--- src/rtl/serial_mag_cmp.sv ---
// ---------------------------------------------------------------------------
// serial_mag_cmp
//   Multi-cycle magnitude comparator for two WIDTH-bit unsigned operands.
//   The operands are captured on start. They are then walked MSB-first, one
//   2-bit slice per clock. The most significant unequal slice decides the
//   result. With EARLY_EXIT=1 the walk stops at the first unequal slice.
//   With EARLY_EXIT=0 all slices are always scanned.
//
// Parameters
//   WIDTH       operand width, even and >= 2 (NSLICE = WIDTH/2)
//   EARLY_EXIT  1: finish at first unequal slice, 0: fixed-latency full scan
//
// Ports
//   clk    in   system clock, rising edge
//   reset  in   synchronous active-high reset
//   start  in   request, sampled only while busy=0
//   a, b   in   operands, captured in the cycle start is accepted
//   busy   out  high in RUN and DONE
//   done   out  one-cycle pulse, results valid from this cycle
//   gt     out  a > b
//   eq     out  a == b
//   lt     out  a < b
// ---------------------------------------------------------------------------
module serial_mag_cmp #(
  parameter int WIDTH      = 8,
  parameter bit EARLY_EXIT = 1'b1
) (
  input  logic             clk,
  input  logic             reset,
  input  logic             start,
  input  logic [WIDTH-1:0] a,
  input  logic [WIDTH-1:0] b,
  output logic             busy,
  output logic             done,
  output logic             gt,
  output logic             eq,
  output logic             lt
);

  localparam int NSLICE = WIDTH / 2;
  localparam int IDX_W  = (NSLICE > 1) ? $clog2(NSLICE) : 1;

  localparam logic [1:0] S_IDLE = 2'd0;
  localparam logic [1:0] S_RUN  = 2'd1;
  localparam logic [1:0] S_DONE = 2'd2;

  logic [1:0]       state_q, state_d;
  logic [IDX_W-1:0] idx_q, idx_d;
  logic [WIDTH-1:0] a_q, a_d, b_q, b_d;
  logic             diff_q, diff_d;   // an unequal slice has been seen
  logic             gti_q, gti_d;     // that first unequal slice had a > b
  logic             gt_q, gt_d, eq_q, eq_d, lt_q, lt_d;

  logic [1:0]       sa, sb;
  logic             slice_ne;

  // The current slice pair, selected by the walking index.
  assign sa       = a_q[{idx_q, 1'b0} +: 2];
  assign sb       = b_q[{idx_q, 1'b0} +: 2];
  assign slice_ne = (sa != sb);

  always_comb begin
    // NOTE: every variable gets a default before the case statement. Without
    // it, a path that leaves one unassigned would infer a latch.
    state_d = state_q;
    idx_d   = idx_q;
    a_d     = a_q;
    b_d     = b_q;
    diff_d  = diff_q;
    gti_d   = gti_q;
    gt_d    = gt_q;
    eq_d    = eq_q;
    lt_d    = lt_q;

    case (state_q)
      S_IDLE: begin
        if (start) begin
          state_d = S_RUN;
          a_d     = a;
          b_d     = b;
          idx_d   = IDX_W'(NSLICE - 1);
          diff_d  = 1'b0;
          gti_d   = 1'b0;
          gt_d    = 1'b0;
          eq_d    = 1'b0;
          lt_d    = 1'b0;
        end
      end

      S_RUN: begin
        // Only the first unequal slice is recorded. Later slices cannot
        // override it, even during a full scan.
        if (slice_ne && !diff_q) begin
          diff_d = 1'b1;
          gti_d  = (sa > sb);
        end
        if ((EARLY_EXIT && slice_ne) || (idx_q == '0)) begin
          state_d = S_DONE;
          // Results are loaded on entry to DONE so that they are valid
          // together with the done pulse.
          gt_d    = diff_d & gti_d;
          lt_d    = diff_d & ~gti_d;
          eq_d    = ~diff_d;
        end else begin
          idx_d   = idx_q - IDX_W'(1);
        end
      end

      S_DONE:  state_d = S_IDLE;

      default: state_d = S_IDLE;
    endcase
  end

  // NOTE: sequential state uses non-blocking assignments only. This keeps
  // every flop sampling the pre-edge values regardless of statement order.
  always_ff @(posedge clk) begin
    if (reset) begin
      state_q <= S_IDLE;
      idx_q   <= '0;
      diff_q  <= 1'b0;
      gti_q   <= 1'b0;
      gt_q    <= 1'b0;
      eq_q    <= 1'b0;
      lt_q    <= 1'b0;
    end else begin
      state_q <= state_d;
      idx_q   <= idx_d;
      diff_q  <= diff_d;
      gti_q   <= gti_d;
      gt_q    <= gt_d;
      eq_q    <= eq_d;
      lt_q    <= lt_d;
    end
  end

  // NOTE: the operand registers are deliberately left out of reset. They are
  // always loaded before they are read, so a reset would only add fan-out.
  always_ff @(posedge clk) begin
    a_q <= a_d;
    b_q <= b_d;
  end

  assign busy = (state_q != S_IDLE);
  assign done = (state_q == S_DONE);
  assign gt   = gt_q;
  assign eq   = eq_q;
  assign lt   = lt_q;

endmodule

--- config.mk ---
export PLATFORM = sky130hd
export DESIGN_NAME = serial_mag_cmp
export DESIGN_NICKNAME = d
export VERILOG_FILES = /design/src/rtl/serial_mag_cmp.sv
export SDC_FILE = /design/constraint.sdc
export NUM_CORES = 1
export LEC_CHECK = 0
export BUFFER_PORTS_ARGS = -buffer_cell sky130_fd_sc_hd__buf_2
export CAP_MARGIN = 40
export CORE_ASPECT_RATIO = 0.75
export CORE_MARGIN = 2
export CORE_UTILIZATION = 47
export DETAILED_ROUTE_END_ITERATION = 10
export GPL_ROUTABILITY_DRIVEN = 0
export PLACE_DENSITY_LB_ADDON = 0.25
export SLEW_MARGIN = 30
export SYNTH_ARGS = -nofsm -noshare
export SYNTH_HDL_FRONTEND = slang
export SYNTH_SLANG_ARGS = --single-unit
--- constraint.sdc ---
create_clock -name clk -period 2.2 [get_ports clk]
set_input_delay 0.11 -clock clk [delete_from_list [all_inputs] [get_ports clk]]
set_output_delay 0.11 -clock clk [all_outputs]
set_load 0.01 [all_outputs]
After elaboration in Yosys (flattened, before gate mapping) --
Cells that the tools add are included.
Word-level totals: bits in registers 25, latch bits 0, bits in writable memories 0, bits in read-only memories 0, logic and storage cells 54, memories 0
Cells by class: $add $sub $neg 1, multipliers 0, div/mod/pow operators 0, $lt $le $gt $ge 1, equal/unequal tests 6, shifts and indexed selects 2, mux-type cells 19, bitwise operators 4, reductions and logical operators 12
Operator list (number):
- $shiftx 8x4->2 | 2
- $pmux 1 s2 | 5
- $mux 1 | 8
- $mux 2 | 4
- $pmux 2 s2 | 2
- $ne 2x2->1 const B | 3
- $reduce_and 2->1 | 3
- $reduce_and 3->1 | 2
- $logic_not 2->1 | 2
- $reduce_bool 2->1 | 2
- $and 1x1->1 | 2
- $eq 2x1->1 const B | 1
- $eq 2x2->1 const B | 1
- $gt 2x2->1 | 1
- $ne 2x2->1 | 1
- $not 1->1 | 2
- $sub 2x1->2 const B | 1
- $logic_and 1x1->1 | 1
- $logic_not 1->1 | 1
- $logic_or 1x1->1 | 1

Depth between registers and ports, before layout --
Gate-level depths: netlist (run 1).
depth in word-level cells 9, mapped depth 8

Worst setup path before layout (run 1) --
No wires, ideal clock.
kind register to register, start point register idx_q[0], end point register eq_q, in the netlist eq, setup time 0.126 ns, arrival 1.964 ns, required time 2.074 ns, setup slack 0.110 ns, stages on the path, launching flop included 8, clock period less this slack 2.090 ns, cell sequence dfxtp_1 -> buf_2 -> mux4_2 -> ha_1 -> and4b_4 -> nor3_4 -> mux2i_1 -> nor2_1
Between the ends: cells in the longest elaborated chain, start to end 8
RTL lines:
- start, declared | line 48 | logic [IDX_W-1:0] idx_q, idx_d;
- start signal, assigned | line 128 | idx_q <= idx_d;
- $shiftx 8x4->2 (on tied branches) | line 58, 59
- $ne 2x2->1 | line 60 | assign slice_ne = (sa != sb);
- $logic_and 1x1->1 | line 93 | if (slice_ne && !diff_q) begin
- $mux 1 | line 93
- $mux 1 | line 75 | case (state_q)
- $not 1->1 | line 103 | eq_d = ~diff_d;
- $mux 1 | line 97 | if ((EARLY_EXIT && slice_ne) || (idx_q == '0)) begin
- $pmux 1 s2 | line 75
- end signal, assigned | line 132 | eq_q <= eq_d;
- end, declared | line 52 | logic gt_q, gt_d, eq_q, eq_d, lt_q, lt_d;
Several ways; a longest one is shown, not always the timed one. The select of a mux whose other input is x is not followed. A chain may end at the register's enable or synchronous reset.

Final worst setup path (run 1) --
start point register idx_q[0], end point register lt_q, in the netlist lt
Between the ends: cells in the longest elaborated chain, start to end 9
RTL lines:
- $shiftx 8x4->2 (on tied branches) | line 58, 59
- $ne 2x2->1 | line 60
- $logic_and 1x1->1 | line 93
- $mux 1 | line 93
- $mux 1 | line 75
- $not 1->1 | line 102 | lt_d = diff_d & ~gti_d;
- $and 1x1->1 | line 102
- $mux 1 | line 97
- $pmux 1 s2 | line 75
- end signal, assigned | line 133 | lt_q <= lt_d;
- end, declared | line 52
Several ways; a longest one is shown, not always the timed one. The select of a mux whose other input is x is not followed.

==> results of run 1 <==
[power by group]
part	internal, mW	switching [mW]	total [mW]
registers	0.542	0.0250	0.567
logic	0.155	0.144	0.299
clock network	0.0712	0.140	0.211
[routing by layer]
layer  vias to the layer above  track usage (%)  part of all wire [%]  routed length (um)
met5                         -                0                     0                   0
met4                         0             8.18                   2.0                  44
met3                         6             5.97                   6.3                 137
met2                        30             29.9                    49                1070
met1                       364             24.2                    43                 932
li1                        387                -                     -                   -
[path summary, 6_finish.rpt]
| check | startpoint | to | slack (ns) | cells after the start |
|---|---|---|---|---|
| setup / recovery | idx_q[0] | lt | 0.1 | 7 |
| hold / removal | reset | diff_q | 0.05 | 2 |
| setup reg to reg | idx_q[0] | lt | 0.1 | 7 |
| hold reg to reg | gt | gt | 0.48 | 2 |
[worst max-delay path: stages (launching register included)]
cell,delay (ns)
dfxtp_1,0.36
buf_4,0.13
mux4_2,0.49
ha_2,0.39
and4b_4,0.26
nor3_4,0.05
buf_4,0.14
o32ai_1,0.20
[stage by stage]
stage / instance area (um2) / utilization, % / setup WS (ns)
finish: 1460 / 65.2 / 0.0998
floorplan: 1080 / - / 0.110
global placement: 1250 / 56.2 / 0.120
CTS: 1440 / 64.5 / 0.0579
detailed placement: 1250 / 56.2 / 0.0673
global route: 1460 / 65.2 / 0.00911
[flip-flops by register name, indices dropped and copies added (netlist names)]
register	flops
gti_q	1
state_q	2
eq	1
lt	1
diff_q	1
b_q	8
idx_q	2
gt	1
a_q	8
[cells in the mapped netlist (all sizes together) (2+ instances only)]
cell type | number | share of area (%)
edfxtp | 16 | 44
dfxtp | 9 | 17
inv | 8 | 2.8
nor2 | 6 | 2.1
a21oi | 5 | 2.3
nor3 | 5 | 4.4
mux4 | 4 | 8.3
ha | 3 | 3.5
o32ai | 3 | 2.4
clkbuf | 2 | 0.69
nor2b | 2 | 1.2
o21ai | 2 | 0.92
[what timing repair did]
item | CTS | global route
hold buffers | 16 | 0
hold endpoints to repair | 16 | 0
endpoints found under the setup margin | 0 | 6
resized for setup | 0 | 4
[cell type report]
cell class / count / share of cell area (%)
Clock buffer: 4 / 1.80
Timing Repair Buffer: 44 / 21.5
Sequential cell: 25 / 45.4
Tap cell: 25 / 2.15
Inverter: 8 / 2.06
Multi-Input combinational cell: 43 / 27.1
[logic make-up (layout without fill, tap and decap cells)]
logic type | Yosys count | in the layout | synth area share (%)
AOI/OAI and AO/OA | 16 | 16 | 10.0
adders and majority gates | 3 | 3 | 3.46
buffers and inverters | 11 | 56 | 3.93
DFF | 25 | 25 | 61.0
muxes | 5 | 5 | 9.24
and+or+nand+nor | 19 | 19 | 12.4
==> flow_metrics.py, run 1 <==
metrics = {
    "layout": {
        "fin_nets": 147,
        "final_common_cell": "buf_2",
        "seqCellArea_um2": 661,
        "multi_input_area_um2": 395,
        "drive_above_1_share_pct": 34.7,
        "final_cell_mix": "23 x buf_2, 16 x edfxtp_1, 16 x dlygate4sd3_1",
        "area_growth_pct": 34.4,
        "final_cells": 149,
        "antenna_cells": 0,
        "fillers": 163,
    },
    "synthesis": {
        "ys_ff_latch": 25,
        "syn_area_per_cell_um2": 13.7,
        "ys.warnings.count": 0,
        "synth_cell_types": 27,
        "syn_area_mm2": 0.00108,
        "netlist_instances": 79,
        "syn_nets": 101,
        "ys.flop_type": "edfxtp_1",
        "synthArstFlopShare_pct": 0,
        "ys_seq_area_share_pct": 61.0,
        "synth-edff-count": 16,
    },
    "place": {
        "dpl.hpwl_um": 1440,
        "numPortBuffers": 23,
        "place_inst": 129,
    },
    "sta": {
        "fin_crit_sh_pct": 95.5,
        "setup_violations": 0,
        "finalMaxSlewViolations": 0,
        "finalCriticalPeriod_ns": 2.10,
        "hold_violations": 0,
        "fin_skew_ns": 0.0171,
        "finalSetupTns_ns": 0,
        "hold_ws_ns": 0.0495,
        "worst_pin_slew_ns": 0.422,
        "rsz0062_at_grt": "no",
        "max_slew_margin_pct": 71.7,
        "max_freq_mhz": 476,
    },
    "floorplan": {
        "die_y_um": 45.6,
        "fp.coreArea_mm2": 0.00223,
        "dieArea_mm2": 0.00271,
        "die_w_um": 59.4,
        "num_rows": 15,
        "start_util_pct": 48.5,
        "top_level_ports": 24,
    },
    "critical_path": {
        "start_kind": "flop",
        "crit_type": "flop to flop",
        "crit_required_ns": 2.46,
        "crit_arrival_ns": 2.36,
        "critPathCaptureType": "flop",
        "critPathMaxFanout": 5,
    },
    "power_and_ir_drop": {
        "p_per_area_mw_per_mm2": 739,
        "leakagePower_nw": 0.586,
        "peakVddDrop_v": 0.000470,
        "report.power.total_mw": 1.08,
    },
    "clock_tree": {
        "htreeDepth": 1,
        "clkTransAtPathRegs_ns": 0.14,
        "root_buffer": "clkbuf_4",
        "clk_path_buf_depth": 2,
        "clock_sinks": 25,
        "tritoncts": "done",
        "post_cts.repair.setup_buffers": 0,
        "cts_buffers": 3,
        "insertion_delay_ns": 0.33,
    },
    "route": {
        "drt_wl_total_um": 2180,
        "wl_per_cell_um": 14.7,
        "firstDrtPassIters": 4,
        "routed-via-count": 787,
        "drtAntennaViolNets": 0,
        "first_iter_violations": 26,
        "viasPerCell": 5.28,
        "drcViolationCount": 0,
    },
    "grt": {
        "grt_pass1_wl_um": 3490,
        "grt_max_degree": 16,
        "first_global_vias": 726,
        "grt_usage_pct": 18.9,
        "grt-ovfl-total": 0,
        "grt_antenna_before_repair": 0,
    },
    "hold_path": {
        "hold_class": "primary input to flop",
    },
    "flow_run": {
        "maxCapViolations": 0,
    },
    "outcome": {
        "outcome": "finished, final reports clean",
    },
}
No activity file was read; power rests on OpenSTA's default activity.
==> run 2: changes to the inputs <==
CORE_MARGIN = default   (was 2)
==> flow_metrics.py, run 2 (synthesis gave the netlist of run 1 again) <==
metrics = {
    "route": {
        "routed-via-count": 820,
        "viasPerCell": 5.54,
        "drt_wl_total_um": 2210,
        "firstDrtPassIters": 7,
        "wl_per_cell_um": 15.0,
        "first_iter_violations": 36,
        "drtAntennaViolNets": 0,
        "drcViolationCount": 1,
    },
    "layout": {
        "final_cell_mix": "23 x buf_2, 16 x edfxtp_1, 16 x dlygate4sd3_1",
        "fin_nets": 147,
        "drive_above_1_share_pct": 35.5,
        "antenna_cells": 0,
        "final_common_cell": "buf_2",
        "postLayoutCellArea_mm2": 0.00147,
        "final_cells": 148,
        "area_growth_pct": 35.7,
        "top_regs": "a_q: 8 flops, b_q: 8 flops",
    },
    "clock_tree": {
        "clk_path_buf_depth": 2,
        "clock_sinks": 25,
        "clkTransAtPathRegs_ns": 0.13,
        "root_buffer": "clkbuf_4",
        "tritoncts": "done",
        "htreeDepth": 1,
        "cts_buffers": 3,
        "insertion_delay_ns": 0.31,
    },
    "hold_path": {
        "holdPathStages": 2,
        "hold_start": "reset",
        "hold_class": "primary input to flop",
        "min_to": "diff_q",
    },
    "critical_path": {
        "critPathMaxFanout": 5,
        "r2r_cells": 7,
        "r2r_start": "idx_q[0]",
        "cpMaxStageDelayCell": "mux4_2",
        "crit_arrival_ns": 2.36,
        "start_kind": "flop",
        "r2r_slack_ns": 0.07,
        "crit_type": "flop to flop",
        "crit_required_ns": 2.43,
        "crit_chain": "buf_4 > mux4_2 > ha_4 > nand2_1 > nor3_4 > nor3_1 > a211oi_1",
        "slowest_delay_ns": 0.52,
        "regToRegEndpoint": "idx_q[1]",
        "critPathCaptureType": "flop",
    },
    "power_and_ir_drop": {
        "p_comb_share_pct": 28.6,
        "peakVddDrop_v": 0.000541,
        "netSwitchingFraction_pct": 27.5,
        "leakagePower_nw": 0.588,
        "p_switching_mw": 0.294,
        "pwr-share-clk_pct": 18.3,
        "p_seq_share_pct": 53.1,
        "p_per_area_mw_per_mm2": 726,
        "p_int_mw": 0.774,
    },
    "floorplan": {
        "num_rows": 14,
        "die_y_um": 43.6,
        "die_w_um": 57.4,
        "top_level_ports": 24,
        "dieArea_mm2": 0.00250,
        "start_util_pct": 52.0,
        "fp.coreArea_mm2": 0.00208,
    },
    "grt": {
        "grt_max_degree": 20,
        "grt-ovfl-total": 0,
        "grt_pass1_wl_um": 3570,
        "first_global_vias": 790,
        "grt_usage_pct": 20.1,
        "grt_antenna_before_repair": 0,
    },
    "place": {
        "pre_cts_slack_ns": 0.0680,
        "dpl.hpwl_um": 1460,
        "dpl_cell_area_mm2": 0.00125,
        "numPortBuffers": 23,
        "place_inst": 128,
    },
    "outcome": {
        "violations": "DRC",
        "outcome": "finished with violations",
    },
    "sta": {
        "fin_skew_ns": 0.0108,
        "finalCriticalPeriod_ns": 2.13,
        "worst_pin_slew_ns": 0.332,
        "hold_ws_ns": 0.101,
        "fin_crit_sh_pct": 96.8,
        "finalMaxSlewViolations": 0,
        "max_slew_margin_pct": 77.6,
        "max_freq_mhz": 470,
        "finalSetupTns_ns": 0,
        "layout_setup_ws_ns": 0.0707,
        "hold_violations": 0,
        "setup_violations": 0,
    },
    "flow_run": {
        "maxCapViolations": 0,
    },
}
-- run 2: cell counts in the layout (fill, tap and decap cells not counted) --
Identical to the previous run, type by type.
-- run 2: critical path: cells and delay by family (launching register included) --
kind	cells	cell delay (ns)
mux	1	0.52
fa+ha+maj	1	0.31
compound gates	1	0.25
flops	1	0.35
simple gates	3	0.47
buf+inv	1	0.14
-- run 2: how the worst max path moves through the flow --
stage	start	end	slack (ns)	cells after the start
after detailed placement	idx_q[0]	eq	0.07	7
final	idx_q[0]	idx_q[1]	0.07	7
after floorplan	idx_q[0]	eq	0.11	7
after global routing	idx_q[0]	idx_q[1]	-0.04	7
after CTS	idx_q[0]	eq	0.05	7
after global placement	idx_q[0]	eq	0.15	7
-- run 2: final cells by class --
class	instances	area (um2)
Tap cell	24	30.0
Clock buffer	4	26.3
Multi-Input combinational cell	43	410
Timing Repair Buffer	44	313
Inverter	8	30.0
Sequential cell	25	661
Fill cell	138	614
-- run 2: power by group through the flow --
stage	Sequential [mW]	Combinational (mW)	Clock [mW]
after floorplan	0.568	0.174	0
after global placement	0.575	0.239	0
after detailed placement	0.577	0.249	0
after CTS	0.566	0.272	0.206
after global routing	0.572	0.332	0.233
final	0.567	0.305	0.195
-- run 2: layer usage --
| metal | part of all wire, % | global-route usage (%) |
|---|---|---|
| met3 | 4.6 | 6.57 |
| met5 | 0 | 0 |
| met2 | 49 | 32.1 |
| met1 | 44 | 25.4 |
| met4 | 2.8 | 8.78 |
-- run 2: metrics by stage --
step	total power, mW	utilization [%]
2_1_floorplan	0.742	-
3_3_place_gp	0.814	60.1
3_5_place_dp	0.826	60.1
4_1_cts	1.04	69.1
5_1_grt	1.14	70.5
6_report	1.07	70.5
-- run 2: timing repair --
item                                   4_1_cts  5_1_grt
gates resized for setup                      0        3
setup endpoints to repair                    0        4
buffers inserted                             0        0
endpoints found under the hold margin       16        0
hold buffers                                16        0
==> run 3: changes to the inputs <==
PLACE_DENSITY = 0.73   (was default)
PLACE_DENSITY_LB_ADDON = default   (was 0.25)
==> flow_metrics.py, run 3 (synthesis gave the netlist of run 1 again) <==
metrics = {
    "power_and_ir_drop": {
        "peakVddDrop_v": 0.000433,
        "report.power.total_mw": 1.06,
        "leakagePower_nw": 0.571,
        "p_per_area_mw_per_mm2": 728,
    },
    "layout": {
        "drive_above_1_share_pct": 34.7,
        "final_common_cell": "buf_2",
        "fin_nets": 144,
        "final_cell_mix": "23 x buf_2, 16 x edfxtp_1, 16 x dlygate4sd3_1",
        "area_growth_pct": 33.8,
        "fillers": 144,
        "top_regs": "a_q: 8 flops, b_q: 8 flops",
        "final_cells": 145,
        "antenna_cells": 0,
    },
    "sta": {
        "hold_violations": 0,
        "finalCriticalPeriod_ns": 2.02,
        "worst_pin_slew_ns": 0.320,
        "max_freq_mhz": 494,
        "rsz0062_at_grt": "no",
        "fin_crit_sh_pct": 91.9,
        "fin_skew_ns": 0.00503,
        "max_slew_margin_pct": 78.5,
        "finalMaxSlewViolations": 0,
        "setup_violations": 0,
    },
    "critical_path": {
        "critPathMaxFanout": 6,
        "critPathCaptureType": "flop",
        "worstSetupStartpoint": "idx_q[0]",
        "cpMaxStageDelayCell": "mux4_2",
        "crit_required_ns": 2.43,
        "crit_type": "flop to flop",
        "crit_chain": "mux4_2 > ha_4 > and4b_4 > nor3_4 > mux2i_1 > nor2_1",
        "crit_arrival_ns": 2.25,
        "start_kind": "flop",
        "slowest_delay_ns": 0.55,
        "r2r_start": "idx_q[0]",
    },
    "route": {
        "drcViolationCount": 1,
        "first_iter_violations": 10,
        "drtAntennaViolNets": 0,
        "top_layer_used": "met4",
        "met3_length_um": 90,
        "routed-via-count": 745,
        "wl_per_cell_um": 13.7,
        "wl_met1_um": 959,
        "drt_wl_total_um": 1990,
        "wl_met2_um": 925,
        "firstDrtPassIters": 7,
        "viasPerCell": 5.14,
    },
    "grt": {
        "grt_antenna_before_repair": 0,
        "first_global_vias": 738,
        "grt_max_degree": 20,
        "grt_usage_pct": 17.8,
        "grt_pass1_wl_um": 3230,
        "grt-ovfl-total": 0,
    },
    "outcome": {
        "violations": "DRC",
        "outcome": "finished with violations",
    },
    "floorplan": {
        "num_rows": 14,
        "dieArea_mm2": 0.00250,
        "die_w_um": 57.4,
        "top_level_ports": 24,
        "start_util_pct": 52.0,
        "fp.coreArea_mm2": 0.00208,
        "die_y_um": 43.6,
    },
    "flow_run": {
        "maxCapViolations": 0,
    },
    "clock_tree": {
        "cts_buffers": 3,
        "htreeDepth": 1,
        "root_buffer": "clkbuf_4",
        "clk_path_buf_depth": 2,
        "tritoncts": "done",
        "clock_sinks": 25,
        "post_cts.repair.setup_buffers": 0,
        "insertion_delay_ns": 0.32,
        "clkTransAtPathRegs_ns": 0.14,
    },
    "hold_path": {
        "hold_class": "primary input to flop",
        "hold_start": "reset",
    },
    "place": {
        "dpl.hpwl_um": 1370,
        "place_inst": 125,
        "numPortBuffers": 23,
    },
}
## run 3: repair_timing
action	4_1_cts	5_1_grt
resized for setup	1	3
pin swaps	0	0
endpoints found under the hold margin	16	0
hold buffers	16	0
endpoints found under the setup margin	3	4
## run 3: metal layers
metal / GRT usage, % / vias to the layer above
li1: - / 382
met1: 23.0 / 344
met2: 29.8 / 17
met3: 6.27 / 2
met4: 2.93 / 0
met5: 0 / -
## run 3: worst paths after layout
path         slack, ns     end  cells after the start
max               0.18      eq                      6
min               0.06  diff_q                      2
max reg2reg       0.18      eq                      6
min reg2reg       0.49      lt                      2
## run 3: report_power, final
group          leakage, nW  total (mW)  internal (mW)  switching, mW
combinational        0.330       0.278          0.150          0.128
sequential           0.228       0.572          0.542         0.0296
clock               0.0139       0.207         0.0695          0.137
## run 3: worst max-delay path, delay by kind of cell, from the launching register on
family	cells	cell delay (ns)
muxes	2	0.76
and+or+nand+nor	3	0.47
DFF	1	0.42
adders and majority gates	1	0.28
## run 3: layout make-up
class | instances | area [um2] | share of cell area (%)
tap | 24 | 30.0 | 2.07
clock buffer | 3 | 22.5 | 1.55
sequential | 25 | 664 | 45.8
multi-input combinational | 43 | 405 | 28.0
timing repair buffer | 41 | 290 | 20.0
clock inverter | 1 | 7.51 | 0.518
inverter | 8 | 30.0 | 2.07
## run 3: through the flow
stage	TNS, ns	util [%]	hold slack (ns)	cell area [um2]	setup slack (ns)
6_report	0	69.6	0.0582	1450	0.177
2_1_floorplan	0	-	0.209	1080	0.110
3_3_place_gp	0	59.1	0.287	1230	0.0183
3_5_place_dp	-0.148	59.1	0.289	1230	-0.0587
5_1_grt	0	69.6	0.0684	1450	0.0406
4_1_cts	0	68.2	0.0525	1420	0.0412
